===== config.mk =====
export PLATFORM = sky130hd
export DESIGN_NAME = rgb_pwm_fader
export DESIGN_NICKNAME = d
export VERILOG_FILES = /design/src/rtl/rgb_pwm_fader.sv
export SDC_FILE = /design/constraint.sdc
export NUM_CORES = 1
export LEC_CHECK = 0
export CAP_MARGIN = 20
export CORE_ASPECT_RATIO = 0.6
export CORE_MARGIN = 2
export CORE_UTILIZATION = 50
export DETAILED_ROUTE_END_ITERATION = 16
export DONT_BUFFER_PORTS = 1
export SETUP_SLACK_MARGIN = 0.02
export SYNTH_ARGS = -nofsm -noshare
export SYNTH_HDL_FRONTEND = slang
export SYNTH_SLANG_ARGS = --single-unit
export TNS_END_PERCENT = 50

===== constraint.sdc =====
create_clock -name i_clk -period 5.3 [get_ports i_clk]
set_input_delay 1.06 -clock i_clk [delete_from_list [all_inputs] [get_ports i_clk]]
set_output_delay 1.06 -clock i_clk [all_outputs]
set_load 0.01 [all_outputs]

===== src/rtl/rgb_pwm_fader.sv =====
// Three-channel PWM driver for the board RGB LED with a one-deep command slot and a linear fade engine.
// New levels take effect only at PWM period boundaries, so a period is never cut short or glitched.
module rgb_pwm_fader #(
   parameter int P_PRESCALE   = 16,
   parameter int P_FADE_DIV   = 64,
   parameter bit P_ACTIVE_LOW = 1'b1
) (
   input  logic        i_clk,
   input  logic        i_rst,
   input  logic        i_valid,
   output logic        o_ready,
   input  logic [23:0] i_rgb,
   input  logic        i_fade,
   output logic        o_led_r,
   output logic        o_led_g,
   output logic        o_led_b,
   output logic        o_busy,
   output logic        o_period
);

   localparam int PW = (P_PRESCALE > 1) ? $clog2(P_PRESCALE) : 1;
   localparam int FW = (P_FADE_DIV > 1) ? $clog2(P_FADE_DIV) : 1;
   localparam logic [PW-1:0] PRESC_LAST = PW'(P_PRESCALE - 1);
   localparam logic [FW-1:0] FDIV_LAST  = FW'(P_FADE_DIV - 1);

   logic [PW-1:0]      presc_q, presc_d;
   logic [7:0]         pwm_cnt_q, pwm_cnt_d;
   logic [FW-1:0]      fdiv_q, fdiv_d;
   logic               pend_vld_q, pend_vld_d;
   logic [23:0]        pend_rgb_q, pend_rgb_d;
   logic               pend_fade_q, pend_fade_d;
   logic [2:0][7:0]    cur_q, cur_d;
   logic [2:0][7:0]    tgt_q, tgt_d;
   logic [2:0]         led_q, led_d;
   logic               busy_q, busy_d;
   logic               period_q, period_d;

   logic               tick;
   logic               boundary;
   logic               step;
   logic               apply;
   logic               xfer;

   // Slot is closed while reset is held so nothing is captured during reset.
   assign o_ready = ~pend_vld_q & ~i_rst;

   always_comb begin
      tick     = (presc_q == PRESC_LAST);
      boundary = tick && (pwm_cnt_q == 8'hFF);
      step     = boundary && (fdiv_q == FDIV_LAST);
      apply    = boundary && pend_vld_q;
      xfer     = i_valid && o_ready;

      presc_d   = tick ? '0 : presc_q + PW'(1);
      pwm_cnt_d = tick ? pwm_cnt_q + 8'd1 : pwm_cnt_q;

      fdiv_d = fdiv_q;
      if (boundary) begin
         fdiv_d = (fdiv_q == FDIV_LAST) ? '0 : fdiv_q + FW'(1);
      end

      pend_vld_d  = pend_vld_q;
      pend_rgb_d  = pend_rgb_q;
      pend_fade_d = pend_fade_q;
      if (apply) begin
         pend_vld_d = 1'b0;
      end
      if (xfer) begin
         pend_vld_d  = 1'b1;
         pend_rgb_d  = i_rgb;
         pend_fade_d = i_fade;
      end

      // Channel 0 is red, taken from the top byte of the command.
      for (int c = 0; c < 3; c++) begin
         cur_d[c] = cur_q[c];
         tgt_d[c] = tgt_q[c];
         if (apply) begin
            tgt_d[c] = pend_rgb_q[8*(2-c) +: 8];
            if (!pend_fade_q) begin
               cur_d[c] = pend_rgb_q[8*(2-c) +: 8];
            end
         end else if (step) begin
            if (cur_q[c] < tgt_q[c]) begin
               cur_d[c] = cur_q[c] + 8'd1;
            end else if (cur_q[c] > tgt_q[c]) begin
               cur_d[c] = cur_q[c] - 8'd1;
            end
         end
         led_d[c] = (pwm_cnt_q < cur_q[c]) ^ P_ACTIVE_LOW;
      end

      busy_d   = (cur_d != tgt_d);
      period_d = boundary;
   end

   always_ff @(posedge i_clk) begin
      if (i_rst) begin
         presc_q     <= '0;
         pwm_cnt_q   <= '0;
         fdiv_q      <= '0;
         pend_vld_q  <= 1'b0;
         pend_rgb_q  <= '0;
         pend_fade_q <= 1'b0;
         cur_q       <= '0;
         tgt_q       <= '0;
         led_q       <= {3{P_ACTIVE_LOW}};
         busy_q      <= 1'b0;
         period_q    <= 1'b0;
      end else begin
         presc_q     <= presc_d;
         pwm_cnt_q   <= pwm_cnt_d;
         fdiv_q      <= fdiv_d;
         pend_vld_q  <= pend_vld_d;
         pend_rgb_q  <= pend_rgb_d;
         pend_fade_q <= pend_fade_d;
         cur_q       <= cur_d;
         tgt_q       <= tgt_d;
         led_q       <= led_d;
         busy_q      <= busy_d;
         period_q    <= period_d;
      end
   end

   assign o_led_r  = led_q[0];
   assign o_led_g  = led_q[1];
   assign o_led_b  = led_q[2];
   assign o_busy   = busy_q;
   assign o_period = period_q;

endmodule


==> results of run 1 <==
## how the worst max path moves through the flow
stage / end / slack (ns) / depth (start not counted)
floorplan: o_busy / 2.29 / 12
global placement: o_busy / 1.50 / 11
detailed placement: o_busy / 1.34 / 11
CTS: o_busy / 1.28 / 11
global route: o_busy / 0.91 / 11
finish: o_busy / 1.18 / 11
## where the power goes
part	switching, mW	leakage [nW]	internal (mW)
clock	0.320	0.142	0.331
sequential	0.0354	0.787	0.747
combinational	0.0537	1.58	0.0418
total	0.409	2.51	1.12
## cell usage after synthesis, drive strengths merged (6+ instances only)
cell / n
nor2: 55
nand2: 102
dfxtp: 97
nand4: 19
xor2: 34
nor2b: 12
inv: 50
nand3: 23
o21ai: 63
a21o: 6
nor4: 8
and3: 10
mux2i: 6
nor3: 22
xnor2: 40
ha: 54
a222oi: 8
clkbuf: 37
buf: 8
nand2b: 30
a21oi: 68
## metal layers
layer  track usage  vias to the layer above  wire length [um]
met3        0.0683                       17              1770
met1         0.466                     2652              9980
met5             0                        -                 0
met2         0.380                      261              7140
li1              -                     2809                 -
met4        0.0519                        0               200
## metrics by stage
stage          std cells  hold WS (ns)  cell area (um^2)  setup WS, ns  total power, mW
6_report             961         0.452              6770          1.18             1.53
5_1_grt              961         0.473              6770         0.909             1.59
4_1_cts              961         0.456              6770          1.28             1.54
3_5_place_dp         945         0.445              6470          1.34            0.892
3_3_place_gp         945         0.441              6470          1.50            0.889
2_1_floorplan        820         0.436              6380          2.29            0.866
## worst min-delay path: cells and delay by family, from the launching register on
kind	cells	cell delay (ns)
flip-flops	1	0.31
AND/OR/NAND/NOR	1	0.05
AO/OA/AOI/OAI	1	0.05
## cell type report
cell class                      instances  area, um^2  share of cell area
Clock buffer                           10         229              0.0338
Multi-Input combinational cell        628        4100               0.606
Clock inverter                          6        62.6             0.00925
Sequential cell                        97        1940               0.287
Tap cell                              165         206              0.0305
Timing Repair Buffer                    5        37.5             0.00555
Inverter                               50         188              0.0277
## flip-flops by register name, summed over array words and instances (netlist names), 3 cells and up
name	flops
pend_rgb_q	24
fdiv_q	6
pwm_cnt_q	8
cur_q	24
presc_q	4
led_q	3
tgt_q	24
## cells by family after synthesis
logic type      after synthesis
simple gates                299
compound gates              193
xor+xnor                     76
mux                           6
fa+ha+maj                    54
flops                        97
buf+inv                      95
==> metrics.cfg, run 1 <==
[die]
core_um2 = 12300
ios = 34
die_area_um2 = 13700
initial_core_util = 0.520
rows = 31
die_h_um = 91.5
die_w_um = 150

[final_layout]
layout_common_cells = 102 x nand2_1, 97 x dfxtp_1, 68 x a21oi_1
drive_above_1_share = 0.0415
post-route-util = 0.552
fillCellCount = 1208
area_growth_syn_to_layout_pct = 6.08
layout_commonest_cell = nand2_1
nNetsFinal = 873
antenna_cells = 0

[placed_design]
place.gp.congestion = 0.927
place_hpwl_um = 14100
portBuffers = 0

[worst_hold_path]
hp-start = tgt_q[14]
hold_class = flop to flop
hold_end = tgt_q[14]
worstHoldPathCells = 2

[clocking]
cts_buffers = 9
post_cts_buffers = 0
clk_pin_slew_ns = 0.07
cts_hold_buf = 0
cts_root_buffer = clkbuf_16
cts-htree-levels = 3
cts_tree = built
postCtsResizedCells = 0
insertion_delay_ns = 0.36
clock_path_buffers = 2
cts_sinks = 97

[worst_setup_path]
timing.rr.start = pwm_cnt_q[1]
crit_chain = ha_1, nand4_4, or2_1, or3_1, nor2_1, o21ai_0, xnor2_1, o21ai_0, nand3_1, a2111oi_2, a41oi_1
critPathMostFrequentCell = o21ai_0
r2r_cells = 11
critPathMaxFanout = 11
crit_slowest_cell = nor2_1
cp_slowest_stage_delay_ns = 0.67
r2r_setup_slack_ns = 1.18
r2r_end = o_busy
critPathTopFamily = simple AND/OR/NAND/NOR gates
end_kind = flop
start_kind = flop
path_class = flop to flop
cp_data_required_time_ns = 5.52
critPathBufInv = 0
startpoint = pwm_cnt_q[1]
crit_arrival_ns = 4.34

[logic_synthesis]
synth_top_family_by_area = simple AND/OR/NAND/NOR gates
syn_inst = 820
yosysWarningCount = 0
async_flop_share = 0
syn_nets = 902
yosys.area_share.simple = 0.228
synth_fa_ha_area_frac = 0.106
syn_avg_cell_area_um2 = 7.78
yosysSeqAreaShare = 0.304
synth_edf_count = 0
yosys_most_used_dff = dfxtp_1
synth_top_cell_area_share = 0.304
synth_top_area_cell = dfxtp_1
synth_seq_cells = 97
synth-xor-area-share = 0.109
yosys-top-cells-area = dfxtp_1 30%, ha_1 11%, nand2_1 6.0%
netlist_area_um2 = 6380
synth_compound_area_frac = 0.185
synth.area.mux_share = 0.0114
synthDistinctLibCells = 61

[status]
outcome = complete, no violations

[sta]
max_freq_ghz = 0.243
post-route-period-util = 0.777
rsz0062_at_grt = no
max_slew_margin = 0.304
setup_violations = 0
post-route-min-period_ns = 4.12
hold_viol = 0
fin_skew_ns = 0.0145
maxSlewViolCount = 0
worstMarginPinSlew_ns = 1.04
fin_setup_tns_ns = 0

[flow_run]
maxCapViolCount = 0

[detailed_routing]
drtAntennaViolNets = 0
drc_errors = 0
wl_um = 19100
num_vias = 5739
dr.pass1.iters = 6
drt_first_iter_violations = 479
vias_per_cell = 5.97
drt-wirelength-per-cell_um = 19.9

[global_route]
antenna_found_initial = 0
grt_pass1_wl_um = 30200
track_usage = 0.289
grt_pass1_vias = 5397
grt_max_degree = 99
grt-ovfl-total = 0

[power_and_ir_drop]
cellLeakagePower_nw = 2.51
pwr_density_cell_nw_per_um2 = 226
peakVddDrop_mv = 0.190

No activity file was read; power rests on OpenSTA's default activity.
==> inputs of run 2 (changes only) <==
- ABC_AREA: not set -> 1
- PLACE_DENSITY: not set -> 0.68
- clock period: 5.3 -> 3.3 ns (I/O delays scaled with it)
==> metrics.cfg, run 2 <==
[worst_setup_path]
path_class = flop to flop
start_kind = flop
cp_data_required_time_ns = 3.55  ; -1.97 ns
crit_arrival_ns = 3.12  ; -1.22 ns
critPathMaxFanout = 8  ; -3
end_kind = flop
timing.rr.start = cur_q[5]
startpoint = cur_q[5]
r2r_setup_slack_ns = 0.43  ; -0.75 ns

[global_route]
grt_pass1_vias = 5350  ; -0.87%
track_usage = 0.233  ; -0.0561
antenna_found_initial = 0  ; unchanged
grt_pass1_wl_um = 26900  ; -11%
grt-ovfl-total = 0  ; unchanged
grt_max_degree = 80  ; -19%

[sta]
post-route-period-util = 0.869  ; +0.0917
maxSlewViolCount = 0  ; unchanged
rsz0062_at_grt = no
hold_viol = 0  ; unchanged
setup_violations = 0  ; unchanged
worstMarginPinSlew_ns = 0.548  ; -0.492 ns
max_freq_ghz = 0.349  ; +44%
setup_ws_ns = 0.434  ; -0.749 ns
fin_setup_tns_ns = 0  ; unchanged
max_slew_margin = 0.635  ; +0.330
fin_skew_ns = 0.00744  ; -0.00703 ns
post-route-min-period_ns = 2.87  ; -1.25 ns

[die]
die_area_um2 = 14100  ; +2.8%
die_h_um = 92.8  ; +1.4%
die_w_um = 152  ; +1.4%
rows = 32  ; +3.2%
ios = 34  ; unchanged
initial_core_util = 0.512  ; -0.00801
core_um2 = 12800  ; +4.5%

[placed_design]
place.gp.congestion = 0.917  ; -1.0%
portBuffers = 0  ; unchanged
place_hpwl_um = 11300  ; -20%
pre_cts_slack_ns = 0.470  ; -0.866 ns

[final_layout]
reg.largest.list = cur_q x24, pend_rgb_q x24, tgt_q x24
layout_commonest_cell = nand2_1
antenna_cells = 0  ; unchanged
area_growth_syn_to_layout_pct = 5.95
drive_above_1_share = 0.0504  ; +0.00890
layout_common_cells = 299 x nand2_1, 116 x inv_1, 97 x dfxtp_1
nNetsFinal = 1070  ; +23%

[status]
outcome = complete, no violations

[clocking]
cts_hold_buf = 0  ; unchanged
cts-htree-levels = 3  ; unchanged
cts_root_buffer = clkbuf_16
clock_path_buffers = 2  ; unchanged
cts_buffers = 9  ; unchanged
postCtsResizedCells = 0  ; unchanged
cts_sinks = 97  ; unchanged
clk_pin_slew_ns = 0.07  ; about the same
insertion_delay_ns = 0.35  ; about the same
cts_tree = built
post_cts_buffers = 0  ; unchanged

[worst_hold_path]
hp-start = i_rst
hold_class = input pin to flop

[detailed_routing]
drtAntennaViolNets = 0  ; unchanged
dr.pass1.iters = 5  ; -1
num_vias = 6134  ; +6.9%
vias_per_cell = 5.27  ; -12%
drt-wirelength-per-cell_um = 13.6  ; -32%
drc_errors = 0  ; unchanged
wl_um = 15800  ; -17%
drt_first_iter_violations = 453  ; -5.4%

[power_and_ir_drop]
power_mw = 2.33  ; +52%
peakVddDrop_mv = 0.273  ; +44%
pwr_density_cell_nw_per_um2 = 335  ; +48%
cellLeakagePower_nw = 3.33  ; +33%

[logic_synthesis]
netlist_area_um2 = 6560  ; +2.9%
async_flop_share = 0  ; unchanged
synth_top_cell_area_share = 0.296  ; -0.00865
syn_nets = 1085  ; +20%
synthDistinctLibCells = 42  ; -31%
synth.most_common_cell = nand2_1
synth_edf_count = 0  ; unchanged
synth_seq_cells = 97  ; unchanged
yosysWarningCount = 0  ; unchanged
syn_avg_cell_area_um2 = 6.54  ; -16%
yosysSeqAreaShare = 0.296  ; -0.00865
yosys-top-cells-area = dfxtp_1 30%, nand2_1 17%, ha_1 10%
yosys_most_used_dff = dfxtp_1
yosys-top-cells-count = 299 x nand2_1, 116 x inv_1, 97 x dfxtp_1, 94 x nand3_1, 79 x nor2_1
syn_inst = 1003  ; +22%
synth_top_area_cell = dfxtp_1

[flow_run]
maxCapViolCount = 0  ; unchanged

==> run 2: cell type report <==
class / instances / area [um^2]
fill: 1330 / 5860
multi-input combinational: 751 / 3980
sequential: 97 / 1940
inverter: 121 / 457
clock buffer: 9 / 225
tap: 170 / 213
timing repair buffer: 8 / 72.6
clock inverter: 7 / 62.6
==> run 2: power breakdown <==
| part | internal, mW | total [mW] | switching, mW |
|---|---|---|---|
| clock | 0.528 | 1.04 | 0.515 |
| combinational | 0.0237 | 0.0802 | 0.0565 |
| sequential | 1.19 | 1.21 | 0.0132 |
==> run 2: final timing paths <==
check / to / cells after the start
max: o_busy / 18
min: pwm_cnt_q[5] / 1
max reg2reg: o_busy / 18
min reg2reg: presc_q[0] / 1
==> run 2: worst max-delay path: stages, from the launching register on <==
cell and delay [ns]:
dfxtp_1 0.41, ha_1 0.34, nand2_1 0.05, nor2_1 0.21, nand2_1 0.25, nand2_1 0.28
nand2_1 0.12, nand3_1 0.09, nand2_1 0.07, nand2_1 0.07, nand2_1 0.07, nand3b_1 0.10
nand2_1 0.05, nor2_1 0.11, nand2_1 0.12, nor2_1 0.18, nand2_1 0.11, nor2_1 0.09
nor2_1 0.04
==> run 2: cells by family (layout without fill, tap and decap cells) <==
logic type	count (synthesis)	in the layout	share of synthesized area
adder cells (fa/ha/maj)	54	54	0.103
XOR/XNOR	3	3	0.00400
AND/OR/NAND/NOR	536	536	0.358
flip-flops	97	97	0.296
multiplexers	1	1	0.00153
AO/OA/AOI/OAI	157	157	0.139
buffers and inverters	155	145	0.0982
==> run 2: metal layers <==
layer | vias up | track usage | share of wire
met4 | 0 | 0.0483 | 0.011
met3 | 14 | 0.0393 | 0.056
met2 | 140 | 0.331 | 0.38
li1 | 3262 | - | -
met5 | - | 0 | 0
met1 | 2718 | 0.362 | 0.55
==> run 2: through the flow <==
| step | cell area [um^2] | utilization | cells | hold slack [ns] |
|---|---|---|---|---|
| finish | 6950 | 0.543 | 1163 | 0.378 |
| CTS | 6950 | 0.543 | 1163 | 0.371 |
| global placement | 6670 | 0.520 | 1147 | 0.433 |
| global route | 6950 | 0.543 | 1163 | 0.362 |
| floorplan | 6560 | - | 1003 | 0.418 |
| detailed placement | 6670 | 0.520 | 1147 | 0.437 |
==> inputs of run 3 (changes only) <==
- ABC_CLOCK_PERIOD_IN_PS: not set -> 3300
- RECOVER_POWER: not set -> 50
==> metrics.cfg, run 3 (synthesized netlist as in run 2, its figures left out) <==
[sta]
hold_viol = 0  ; unchanged
fin_skew_ns = 0.00747  ; +0.0000239 ns
post-route-period-util = 0.870  ; +0.00116
setup_violations = 0  ; unchanged
post-route-min-period_ns = 2.87  ; +0.00381 ns
rsz0062_at_grt = no
max_slew_margin = -0.541  ; -1.18
worstMarginPinSlew_ns = 2.31  ; +1.76 ns
maxSlewViolCount = 51  ; +51
max_freq_ghz = 0.348  ; -0.13%
fin_setup_tns_ns = 0  ; unchanged
setup_ws_ns = 0.430  ; -0.00381 ns

[die]
ios = 34  ; unchanged
rows = 32  ; unchanged
die_w_um = 152  ; unchanged
die_area_um2 = 14100  ; unchanged
initial_core_util = 0.512  ; unchanged
core_um2 = 12800  ; unchanged
die_h_um = 92.8  ; unchanged

[clocking]
insertion_delay_ns = 0.35  ; about the same
post_cts_buffers = 0  ; unchanged
clk_pin_slew_ns = 0.07  ; about the same
cts_hold_buf = 0  ; unchanged
postCtsResizedCells = 0  ; unchanged
cts_root_buffer = clkbuf_16
cts_sinks = 97  ; unchanged
cts-htree-levels = 3  ; unchanged
cts_tree = built
cts_buffers = 9  ; unchanged
clock_path_buffers = 2  ; unchanged

[worst_setup_path]
end_kind = flop
crit_slowest_cell = dfxtp_1
timing.rr.start = cur_q[5]
critPathMaxFanout = 8  ; unchanged
critPathMostFrequentCell = nand2_1
cp_slowest_stage_delay_ns = 0.41  ; about the same
cp_data_required_time_ns = 3.55  ; about the same
critPathTopFamily = simple AND/OR/NAND/NOR gates
start_kind = flop
path_class = flop to flop
crit_chain = ha_1, nand2_1, nor2_1, nand2_1, nand2_1, nand2_1, nand3_1, nand2_1, nand2_1, nand2_1, nand3b_1, nand2_1, nor2_1, nand2_1, nor2_1, nand2_1, nor2_1, nor2_1
startpoint = cur_q[5]
crit_arrival_ns = 3.12  ; about the same
critPathBufInv = 0  ; unchanged

[final_layout]
stdcell_area_um2 = 6940  ; -0.16%
fillCellCount = 1333  ; +0.23%
reg.largest.list = cur_q x24, pend_rgb_q x24, tgt_q x24
post-route-util = 0.542  ; -0.000878
area_growth_syn_to_layout_pct = 5.78
regArea_um2 = 1940  ; unchanged
antenna_cells = 0  ; unchanged
nNetsFinal = 1070  ; unchanged
multi_input_area_um2 = 3980  ; -0.19%
layout_common_cells = 300 x nand2_1, 117 x inv_1, 97 x dfxtp_1
drive_above_1_share = 0.0463  ; -0.00403
layout_commonest_cell = nand2_1

[status]
outcome = finished, violations left
violations = capacitance limit, slew limit

[placed_design]
placed_cell_area_um2 = 6670  ; unchanged
place_hpwl_um = 11300  ; unchanged
portBuffers = 0  ; unchanged
place.gp.congestion = 0.917  ; unchanged
pre_cts_slack_ns = 0.470  ; unchanged

[detailed_routing]
vias_per_cell = 5.27  ; -0.16%
drt_first_iter_violations = 452  ; -0.22%
drt-wirelength-per-cell_um = 13.6  ; unchanged
wl_um = 15800  ; unchanged
drc_errors = 0  ; unchanged
num_vias = 6124  ; -0.16%
dr.pass1.iters = 5  ; unchanged
drtAntennaViolNets = 0  ; unchanged

[worst_hold_path]
hp-start = i_rst
hold_class = input pin to flop

[power_and_ir_drop]
cellLeakagePower_nw = 3.32  ; -0.11%
peakVddDrop_mv = 0.273  ; about the same
pwr_density_cell_nw_per_um2 = 336  ; +0.20%

[global_route]
antenna_found_initial = 0  ; unchanged
grt_pass1_wl_um = 26900  ; unchanged
grt_pass1_vias = 5350  ; unchanged
grt-ovfl-total = 0  ; unchanged
grt_max_degree = 80  ; unchanged
track_usage = 0.233  ; unchanged

[flow_run]
maxCapViolCount = 1  ; +1

run 3: area by class of cell:
class	count	area share
multi-input combinational	751	0.573
sequential	97	0.280
inverter	121	0.0658
clock buffer	9	0.0324
tap	170	0.0306
timing repair buffer	8	0.00991
clock inverter	7	0.00901
run 3: layer usage:
layer,track usage,vias to the layer above,wire [um]
met2,0.331,140,6020
met5,0,-,0
met4,0.0483,0,176
li1,-,3262,-
met3,0.0393,15,829
met1,0.362,2707,8800
run 3: through the flow:
stage | power, mW | hold WS, ns | cells
4_1_cts | 2.35 | 0.371 | 1163
6_report | 2.33 | 0.379 | 1163
3_5_place_dp | 1.31 | 0.437 | 1147
3_3_place_gp | 1.31 | 0.433 | 1147
2_1_floorplan | 1.31 | 0.418 | 1003
5_1_grt | 2.41 | 0.362 | 1163
run 3: report_power, final:
part           switching [mW]  total [mW]  internal, mW  leakage, nW
combinational          0.0563      0.0802        0.0240         2.40
clock                   0.516        1.04         0.528        0.137
sequential             0.0129        1.21          1.19        0.786
total                   0.585        2.33          1.75         3.32
run 3: final timing paths:
check                                    end  slack (ns)  cells after the start
worst max-delay path                  o_busy        0.43                     18
worst min-delay path            pwm_cnt_q[5]        0.38                      1
worst max register to register        o_busy        0.43                     18
worst min register to register    presc_q[0]        0.45                      1
